`src/rtl/jump_motion.sv`:
```
// Vertical-motion engine for the player sprite: gravity, multi-jump, ceiling clamp,
// capped fall speed. One motion step per clk whenever start and tick are both high.
module jump_motion #(
    parameter int X_W       = 10,
    parameter int Y_W       = 9,
    parameter int SPD_W     = 4,
    parameter int X_INIT    = 276,
    parameter int Y_GROUND  = 320,
    parameter int Y_TOP     = 16,
    parameter int MAX_FALL  = 7,
    parameter int MAX_JUMPS = 2
) (
    input  logic             clk,
    input  logic             reset,
    input  logic             start,
    input  logic             tick,
    input  logic             jump_req,
    input  logic [SPD_W-1:0] max_speed,
    output logic [X_W-1:0]   x,
    output logic [Y_W-1:0]   y,
    output logic [SPD_W-1:0] speed,
    output logic             direction,
    output logic             airborne,
    output logic             landed,
    output logic [SPD_W-1:0] jumps_used
);

    typedef enum logic [1:0] {GROUND = 2'd0, RISE = 2'd1, FALL = 2'd2} state_t;

    localparam logic [Y_W-1:0]   YG   = Y_W'(Y_GROUND);
    localparam logic [Y_W-1:0]   YT   = Y_W'(Y_TOP);
    localparam logic [SPD_W-1:0] MAXF = SPD_W'(MAX_FALL);
    localparam logic [SPD_W-1:0] MAXJ = SPD_W'(MAX_JUMPS);

    // Upward move can overshoot past row 0, so it is evaluated signed one bit wider.
    function automatic logic signed [Y_W:0] rise_pos(input logic [Y_W-1:0] yy,
                                                    input logic [SPD_W-1:0] s);
        return $signed({1'b0, yy}) - $signed({{(Y_W+1-SPD_W){1'b0}}, s});
    endfunction

    function automatic logic [Y_W:0] fall_pos(input logic [Y_W-1:0] yy,
                                             input logic [SPD_W-1:0] s);
        return {1'b0, yy} + {{(Y_W+1-SPD_W){1'b0}}, s};
    endfunction

    function automatic logic [SPD_W-1:0] sat_fall(input logic [SPD_W-1:0] s);
        return (s >= MAXF) ? MAXF : s + 1'b1;
    endfunction

    state_t                 state, state_nx;
    logic [Y_W-1:0]         y_nx;
    logic [SPD_W-1:0]       speed_nx, ju_nx;
    logic                   dir_nx, pend, pend_nx, land_p0, land_nx;
    logic                   step, do_jump;
    logic signed [Y_W:0]    rise_y;
    logic [Y_W:0]           fall_y;

    assign x       = X_W'(X_INIT);
    assign step    = start & tick;
    assign do_jump = pend && (jumps_used < MAXJ) && (max_speed != '0);
    assign rise_y  = rise_pos(y, speed);
    assign fall_y  = fall_pos(y, speed);
    // A pending request is spent by any step, whether it launches or is discarded.
    assign pend_nx = jump_req | (pend & ~step);

    always_comb begin
        state_nx = state;
        y_nx     = y;
        speed_nx = speed;
        dir_nx   = direction;
        ju_nx    = jumps_used;
        land_nx  = 1'b0;
        if (step) begin
            if (do_jump) begin
                state_nx = RISE;
                speed_nx = max_speed;
                dir_nx   = 1'b1;
                ju_nx    = jumps_used + 1'b1;
            end else begin
                case (state)
                    GROUND: begin
                        y_nx     = YG;
                        speed_nx = '0;
                        dir_nx   = 1'b0;
                    end
                    RISE: begin
                        if (speed == '0) begin
                            state_nx = FALL;
                            dir_nx   = 1'b0;
                        end else if (rise_y < $signed({1'b0, YT})) begin
                            y_nx     = YT;
                            speed_nx = '0;
                            state_nx = FALL;
                            dir_nx   = 1'b0;
                        end else begin
                            y_nx     = rise_y[Y_W-1:0];
                            speed_nx = speed - 1'b1;
                        end
                    end
                    FALL: begin
                        if (fall_y >= {1'b0, YG}) begin
                            y_nx     = YG;
                            speed_nx = '0;
                            ju_nx    = '0;
                            state_nx = GROUND;
                            land_nx  = 1'b1;
                        end else begin
                            y_nx     = fall_y[Y_W-1:0];
                            speed_nx = sat_fall(speed);
                        end
                    end
                    default: state_nx = GROUND;
                endcase
            end
        end
    end

    always_ff @(posedge clk or negedge reset) begin
        if (!reset) begin
            state      <= GROUND;
            y          <= YG;
            speed      <= '0;
            direction  <= 1'b0;
            jumps_used <= '0;
            airborne   <= 1'b0;
            pend       <= 1'b0;
            land_p0    <= 1'b0;
            landed     <= 1'b0;
        end else begin
            state      <= state_nx;
            y          <= y_nx;
            speed      <= speed_nx;
            direction  <= dir_nx;
            jumps_used <= ju_nx;
            airborne   <= (state_nx != GROUND);
            pend       <= pend_nx;
            // landing step registered here, surfaced on landed one clk later
            land_p0    <= land_nx;
            landed     <= land_p0;
        end
    end

endmodule

```
`config.mk`:
```
export PLATFORM = sky130hd
export DESIGN_NAME = jump_motion
export DESIGN_NICKNAME = d
export VERILOG_FILES = /design/src/rtl/jump_motion.sv
export SDC_FILE = /design/constraint.sdc
export NUM_CORES = 1
export LEC_CHECK = 0
export ABC_AREA = 1
export CAP_MARGIN = 20
export CORE_UTILIZATION = 40
export DETAILED_ROUTE_END_ITERATION = 16
export PLACE_DENSITY = 0.66
export SKIP_LAST_GASP = 1
export SLEW_MARGIN = 10
export SYNTH_ARGS = -nofsm -noshare
export SYNTH_HDL_FRONTEND = slang
export SYNTH_SLANG_ARGS = --single-unit
```
`constraint.sdc`:
```
create_clock -name clk -period 2.24 [get_ports clk]
set_input_delay 0.448 -clock clk [delete_from_list [all_inputs] [get_ports clk]]
set_output_delay 0.448 -clock clk [all_outputs]
set_load 0.03 [all_outputs]
```
==> reports/metrics.csv <==
metric,value,unit
insertion_delay,0.27,ns
violations,setup timing,
worstPathCellList,ha_4 > fa_2 > inv_2 > nand2_2 > nand2_2 > nand2_2 > nand2_2 > nand2_2 > nand3_2 > nor2_2 > nand3_2 > nand3_4 > o21ai_2 > nand2_1 > a21oi_2,
cts_tree,built,
timing.critical_path.fanout_max,8,
design.die.area,0.00569,mm²
layout-area-overhead-vs-synth,39.8,%
worst-path-buf-inv,1,
die_w,75.4,µm
mostFrequentLayoutCell,nand2_1,
cts_max_path_buffers,2,
antennaDiodeCount,0,
most-common-layout-cells,"nand2_1, inv_1, buf_4",
required,2.44,ns
outcome,"complete, but fails checks",
final.period_utilization,102,%
gp_routability_congestion,0.888,
detail_route.drc_violations,0,
static-leakage-power,1.51,nW
synth.lib_cells_used.distinct,35,
grt_remaining_overflow,0,
max_slew_margin,64.6,%
cts-htree-levels,1,
clock-skew-final,0.0134,ns
post-layout-total-power,0.00482,W
post_synth_instance_area,0.00216,mm²
ys_seq_elements,24,
die_h,75.4,µm
placement_stage_cell_area,0.00265,mm²
synthesis.area_per_instance,6.87,µm²
cp-start-kind,flip-flop,
global_route.usage.total,20.4,%
min-delay-path-class,flip-flop to flip-flop,
critical_path_arrival,2.48,ns
ctsHoldBuffers,0,
layout.cell_area.non_filler,0.00301,mm²
setup_repair_after_global_routing_missed_its_margin,true,
powerDensity,1600,mW/mm²
commonest_register_cell_after_synthesis,dfrtp_1,
drt_pre_antenna_iters,4,
critical_path_class,flip-flop to flip-flop,
design.final.nets,402,
ys_warn_count,0,
antenna_violations_before_repair,0,
post_drt_via_cell_ratio,4.87,
synthCells,314,
synth-edff-count,0,
final_hold_viol_count,0,
grt_first_pass_wirelength,8.85,mm
clock_period_minus_worst_slack,2.28,ns
postRouteAntennaNets,0,
ir_worst_vdd,0.738,mV
crit_family,simple AND/OR/NAND/NOR gates,
worstSetupEndpointType,flip-flop,
core_region_area,0.00514,mm²
portBuffers,28,
layout.filler_cells,499,
cap_viol_max_count,0,
drt_iter0_drc,128,
routedWlPerCell,12.6,µm
grt_start_max_net_pins,25,
slew_viol_final,0,
share_of_the_core_filled_with_cells,58.6,%
ctsRootBufferMaster,clkbuf_8,
crit_slowest_cell,dfrtp_2,
io-pin-count,39,
minimum_setup_slack_in_the_final_design,-0.0387,ns
place_hpwl,4.16,mm
fmaxAchievable,439,MHz
cts-buffers-inserted,3,
initial_utilization,41.9,%
crit_top_cell,nand2_2,
first_global_vias,1996,
routed-via-count,2162,
timing.final.setup_violations,3,
final_wirelength,5.59,mm
postSynth.asyncResetShare,100,%
layout-drive-gt1-share,30.5,%
yosysSeqAreaShare,28.0,%
fp-row-count,26,
clk_pin_slew_worst_paths,0.09,ns
slowest_delay,0.46,ns
clock_sink_count,24,
worst_slew_pin_slew,0.531,ns
flip-flops by register name, indices dropped and copies added, names as in the netlist:
register / flops
direction: 1
pend: 1
landed: 1
y: 9
land_p0: 1
speed: 4
jumps_used: 4
airborne: 1
state: 2
final cells by class:
class	count	area [µm²]	share of cell area [%]
multi-input combinational	235	1550	51.5
sequential	24	611	20.3
timing repair buffer	60	524	17.4
inverter	51	194	6.43
tap	70	87.6	2.91
clock buffer	4	45.0	1.49
per-layer routing:
metal / part of all wire [%] / global-route usage, % / vias to the layer above
met3: 3.0 / 1.98 / 8
li1: - / - / 1101
met2: 51 / 35.9 / 49
met1: 44 / 26.6 / 1004
met4: 1.5 / 5.97 / 0
met5: 0 / 0 / -
worst register-to-register path: stages (launching register included):
cell and delay, ns:
dfrtp_2 0.46, ha_4 0.18, fa_2 0.35, inv_2 0.10, nand2_2 0.07, nand2_2 0.08, nand2_2 0.06, nand2_2 0.06
nand2_2 0.05, nand3_2 0.08, nor2_2 0.04, nand3_2 0.11, nand3_4 0.16, o21ai_2 0.20, nand2_1 0.09, a21oi_2 0.13
repair_timing:
| action | in CTS | in global routing |
|---|---|---|
| setup buffers | 1 | 6 |
| gates cloned | 0 | 1 |
| endpoints found under the setup margin | 18 | 22 |
| pin swaps | 3 | 33 |
| gates resized for setup | 9 | 56 |
cells by family (layout without fill, tap and decap cells):
logic type,after synthesis,count (layout),share of synthesized area [%]
xor+xnor,6,6,2.44
fa+ha+maj,18,18,11.1
simple gates,163,164,34.6
buf+inv,64,115,13.4
flops,24,24,28.0
mux,1,1,0.464
compound gates,36,36,9.63
other cells,2,10,0.348
report_power, final:
group / internal [W] / leakage (nW) / switching [W]
combinational: 0.00155 / 1.20 / 0.00217
sequential: 0.000619 / 0.287 / 0.000215
clock: 0.000127 / 0.0228 / 0.000135
total: 0.00230 / 1.51 / 0.00252
synth_stat cells, types with 3 or more instances:
master | n | area share [%]
a21oi_1 | 12 | 2.8
o211ai_1 | 3 | 1.0
inv_1 | 45 | 7.8
nand4_1 | 3 | 0.87
o21ai_1 | 8 | 1.9
inv_2 | 5 | 0.87
nor3_2 | 4 | 1.9
o22ai_1 | 3 | 0.87
nand3_1 | 24 | 5.6
nand2_1 | 91 | 16
nand2_2 | 5 | 1.5
buf_4 | 13 | 4.5
dfrtp_1 | 22 | 26
o21ai_0 | 6 | 1.4
xor2_1 | 4 | 1.6
nor2_1 | 25 | 4.4
ha_1 | 16 | 9.3
path summary, 6_finish.rpt:
kind | cells past startpoint | from | slack, ns | to
worst max-delay path | 15 | speed[0] | -0.04 | speed[2]
worst min-delay path | 0 | land_p0 | 0.36 | landed
worst max register to register | 15 | speed[0] | -0.04 | speed[2]
worst min register to register | 0 | land_p0 | 0.36 | landed
max in group asynchronous | 2 | reset | 1.41 | y[6]
min in group asynchronous | 2 | reset | 0.53 | jumps_used[2]
stage by stage:
| stage | TNS [ns] | hold slack, ns | setup WS (ns) | instances |
|---|---|---|---|---|
| after floorplan | -0.00471 | 0.152 | -0.00471 | 322 |
| after global placement | -0.122 | 0.339 | -0.0251 | 432 |
| after detailed placement | -0.600 | 0.340 | -0.0821 | 432 |
| after CTS | -0.103 | 0.359 | -0.0170 | 437 |
| after global routing | -1.70 | 0.363 | -0.161 | 444 |
| final | -0.0566 | 0.356 | -0.0387 | 444 |
No activity file was read; power rests on OpenSTA's default activity.
==> edit 1, RTL diff (config.mk and constraints unchanged) <==
Set the parameter `X_W` to 8 (it was 10).
--- a/src/rtl/jump_motion.sv
+++ b/src/rtl/jump_motion.sv
@@ -1,7 +1,7 @@
 // Vertical-motion engine for the player sprite: gravity, multi-jump, ceiling clamp,
 // capped fall speed. One motion step per clk whenever start and tick are both high.
 module jump_motion #(
-    parameter int X_W       = 10,
+    parameter int X_W       = 8,
     parameter int Y_W       = 9,
     parameter int SPD_W     = 4,
     parameter int X_INIT    = 276,
Interface: changed (resized x); port bits go from 39 to 37. The function was not compared with the original's and may differ.
==> edit 1 against the unedited design <==
The run still ends with negative setup slack left. Area after synthesis shrank 0.70%. Sequential power shrank 1%. Setup slack lost 0.0055 ns. Sequential cell count is the same. Cell count shrank 0.23%. Routed wire length grew 2.3%. Cell area shrank 1.3%. Synthesized cell count shrank 0.64%. Clock power grew 3%. First-iteration DRC count shrank 11%. Total power shrank 0.41%. Critical path type unchanged. Largest power group unchanged.
==> edit 1: results <==
set metrics [dict create \
    timing.hold.ws_ns 0.371 \
    drt-initial-drc-count 114 \
    yosys-top-cells-area "dfrtp_1 26%, nand2_1 16%, ha_1 9.4%" \
    gp_congestion 0.895 \
    largestRegisters "y x9, jumps_used x4, speed x4" \
    status "finished with violations" \
    stdcell_count 443 \
    fin_nets 401 \
    dpl_cell_area_mm2 0.00266 \
    pre_cts_slack_ns -0.108 \
    final-setup-viol-count 7 \
    hpwl_mm 4.16 \
    reg2reg_to "speed[3]$_DFFE_PN0P_" \
    synthTopCellsByCount "91 x nand2_1, 45 x inv_1, 25 x nor2_1, 24 x nand3_1, 22 x dfrtp_1" \
    grt_pass1_wl_mm 9.11 \
    violations "negative setup slack" \
    vias 2149 \
    ir_worst_vdd_uv 672 \
    drive_gt1_share_pct 29.2 \
    p_leak_uw 0.00150 \
    setup_slack_ns -0.0443 \
    skew_ns 0.0107 \
    grt_usage_pct 21.2 \
    intPower_uw 2280 \
    finalWirelength_mm 5.72 \
    synth_seq_area_share_pct 28.2 \
    firstDrtPassIters 5 \
    synth_area_per_cell_um2 6.86 \
    final.setup.tns_ns -0.145 \
    grt_max_degree 25 \
]
## edit 1: cell types whose count changed in the layout (fill, tap and decap cells not counted), moves of 2 or more
cell     unedited run  this run
nor2_2              1         3
nand2_1            76        80
a21oi_2             5         3
a21oi_1             8        10
conb_1             10         8
nand2_2            18        16
nand2_4             3         1
## edit 1: kinds of logic (layout without fill, tap and decap cells)
logic type               Yosys count  count (layout)  synth area share [%]
AND/OR/NAND/NOR                  163             164                  34.8
buffers and inverters             62             116                  12.8
AO/OA/AOI/OAI                     36              36                  9.70
flip-flops                        24              24                  28.2
adder cells (fa/ha/maj)           18              18                  11.2
XOR/XNOR                           6               6                  2.45
other                              2               8                 0.351
multiplexers                       1               1                 0.468
## edit 1: critical path, cell delays in order, from the launching register on
cell and delay, ns:
dfrtp_2 0.46, ha_4 0.18, fa_2 0.35, inv_2 0.10
nand2_2 0.08, nand2_2 0.06, nand2_2 0.06, nand2_1 0.08
nand2_2 0.07, nand3_2 0.07, nor2_2 0.04, nand3_2 0.12
nand3_4 0.16, o21ai_1 0.17, nand2_1 0.06, a21oi_1 0.15
## edit 1: area by class of cell
class	instances	area [µm²]
fillers	498	2170
inverters	51	194
well taps	70	87.6
repair buffers	61	532
clock buffers	4	45.0
flip-flops and latches	24	611
multi-input cells	233	1510
## edit 1: per-layer routing
metal / GRT usage (%) / vias to the layer above / wire length, µm
met3: 1.61 / 7 / 193
met4: 5.76 / 0 / 65
met1: 27.3 / 993 / 2600
met2: 38.1 / 53 / 2860
li1: - / 1096 / -
met5: 0 / - / 0
## edit 1: repair_timing
action                                  CTS  global route
gates resized for setup                  12            44
cloned                                    0             1
endpoints found under the setup margin   15            22
setup buffers                             0             6
pin swaps                                 3            24
==> edit 2, RTL diff (same flow settings) <==
Made on the original files. The 3 states of `state_t` get a one-hot encoding in 3 bits.
--- a/src/rtl/jump_motion.sv
+++ b/src/rtl/jump_motion.sv
@@ -25,7 +25,7 @@
     output logic [SPD_W-1:0] jumps_used
 );
 
-    typedef enum logic [1:0] {GROUND = 2'd0, RISE = 2'd1, FALL = 2'd2} state_t;
+    typedef enum logic [2:0] {GROUND = 3'b001, RISE = 3'b010, FALL = 3'b100} state_t;
 
     localparam logic [Y_W-1:0]   YG   = Y_W'(Y_GROUND);
     localparam logic [Y_W-1:0]   YT   = Y_W'(Y_TOP);
Behaviour: same outputs for any inputs over 10 cycles, from zero or initial values and one cycle with reset low; not proved beyond that.
==> edit 2 against the unedited design <==
Sequential power fell by 2%. Cell area shrank 3.4%. Routed wire length up 1.1%. Count of clock-buffer cells in the layout down 1. Setup slack better by 0.047 ns. Sequential cell count grew 1. Area after synthesis is 3.9% higher. Worst hold slack better by 0.0070 ns. Total power fell by 16%. Largest cell class unchanged.
==> edit 2: results <==
set metrics [dict create \
    hpwl_mm 4.39 \
    yosys-top-cells-area "dfrtp_1 25%, nand2_1 15%, ha_1 6.7%" \
    clock-root-buffer "clkbuf_8" \
    grt_pass1_wl_mm 9.20 \
    gp_congestion 0.894 \
    crit_arrival_ns 2.39 \
    drt-vias-per-instance 4.87 \
    drive_gt1_share_pct 24.9 \
    start_util_pct 42.8 \
    skew_ns 0.00222 \
    synthTopCellsByCount "89 x nand2_1, 35 x inv_1, 30 x nor2_1, 22 x dfrtp_1, 21 x nand3_1" \
    netSwitchingFraction_pct 51.1 \
    finalWirelength_mm 5.65 \
    grt_max_degree 26 \
    p_leak_uw 0.00148 \
    cts_made_buffers 3 \
    status "complete, no violations" \
    ys_types 41 \
    drt-initial-drc-count 122 \
    worstPathMaxFanout 6 \
    ir_worst_vdd_uv 875 \
    grt_pass1_vias 1993 \
    synth_seq_area_share_pct 28.1 \
    fillers 488 \
    fin_nets 406 \
    grt_usage_pct 19.4 \
]
==> edit 2: final timing paths <==
check | startpoint | to | slack (ns) | depth (start not counted)
max | speed[0]$_DFFE_PN0P_ | speed[2]$_DFFE_PN0P_ | 0.008 | 13
min | land_p0$_DFF_PN0_ | landed$_DFF_PN0_ | 0.36 | 0
max reg2reg | speed[0]$_DFFE_PN0P_ | speed[2]$_DFFE_PN0P_ | 0.008 | 13
min reg2reg | land_p0$_DFF_PN0_ | landed$_DFF_PN0_ | 0.36 | 0
max in group asynchronous | reset | state[0]$_DFF_PN1_ | 1.40 | 2
min in group asynchronous | reset | speed[2]$_DFFE_PN0P_ | 0.53 | 2
==> edit 2: through the flow <==
step                hold WS, ns  worst slack, ns  instances  setup TNS, ns  cell area, µm²
floorplan                 0.152           0.0153        335              0            2270
global placement          0.340          0.00759        443              0            2720
detailed placement        0.351          -0.0276        443        -0.0716            2720
CTS                       0.371          0.00278        448              0            2790
global route              0.376           -0.141        452          -1.37            2910
finish                    0.363          0.00841        452              0            2910
==> edit 2: layout make-up <==
| type | count | area share [%] |
|---|---|---|
| multi-input cells | 246 | 49.7 |
| flip-flops and latches | 25 | 21.8 |
| repair buffers | 57 | 17.2 |
| inverters | 50 | 6.62 |
| well taps | 70 | 3.01 |
| clock buffers | 3 | 1.42 |
| clock inverters | 1 | 0.172 |
==> edit 2: logic make-up after synthesis <==
kind of cell	Yosys count	share of synthesized area, %
simple gates	177	37.1
buf+inv	64	13.0
compound gates	36	9.39
flops	25	28.1
fa+ha+maj	14	8.49
xor+xnor	8	3.13
other cells	2	0.335
mux	1	0.447
==> edit 2: per-layer routing <==
layer	wire length, µm	vias up	part of all wire [%]	global-route usage [%]
met2	2680	63	47	31.8
li1	-	1139	-	-
met5	0	-	0	0
met3	236	10	4.2	2.98
met4	82	0	1.5	3.85
met1	2650	987	47	26.9
==> edit 2: what timing repair did <==
action / 4_1_cts / 5_1_grt
hold endpoints to repair: 0 / 0
pin swaps: 1 / 18
endpoints found under the setup margin: 12 / 21
gates resized for setup: 5 / 24
buffers inserted: 1 / 4
==> edit 2: power groups by stage <==
| stage | registers (µW) | clock network [µW] | logic, µW |
|---|---|---|---|
| after floorplan | 1050 | 0 | 1550 |
| after global placement | 803 | 0 | 2680 |
| after detailed placement | 810 | 0 | 2690 |
| after CTS | 803 | 279 | 2750 |
| after global routing | 843 | 293 | 3240 |
| final | 817 | 267 | 2960 |
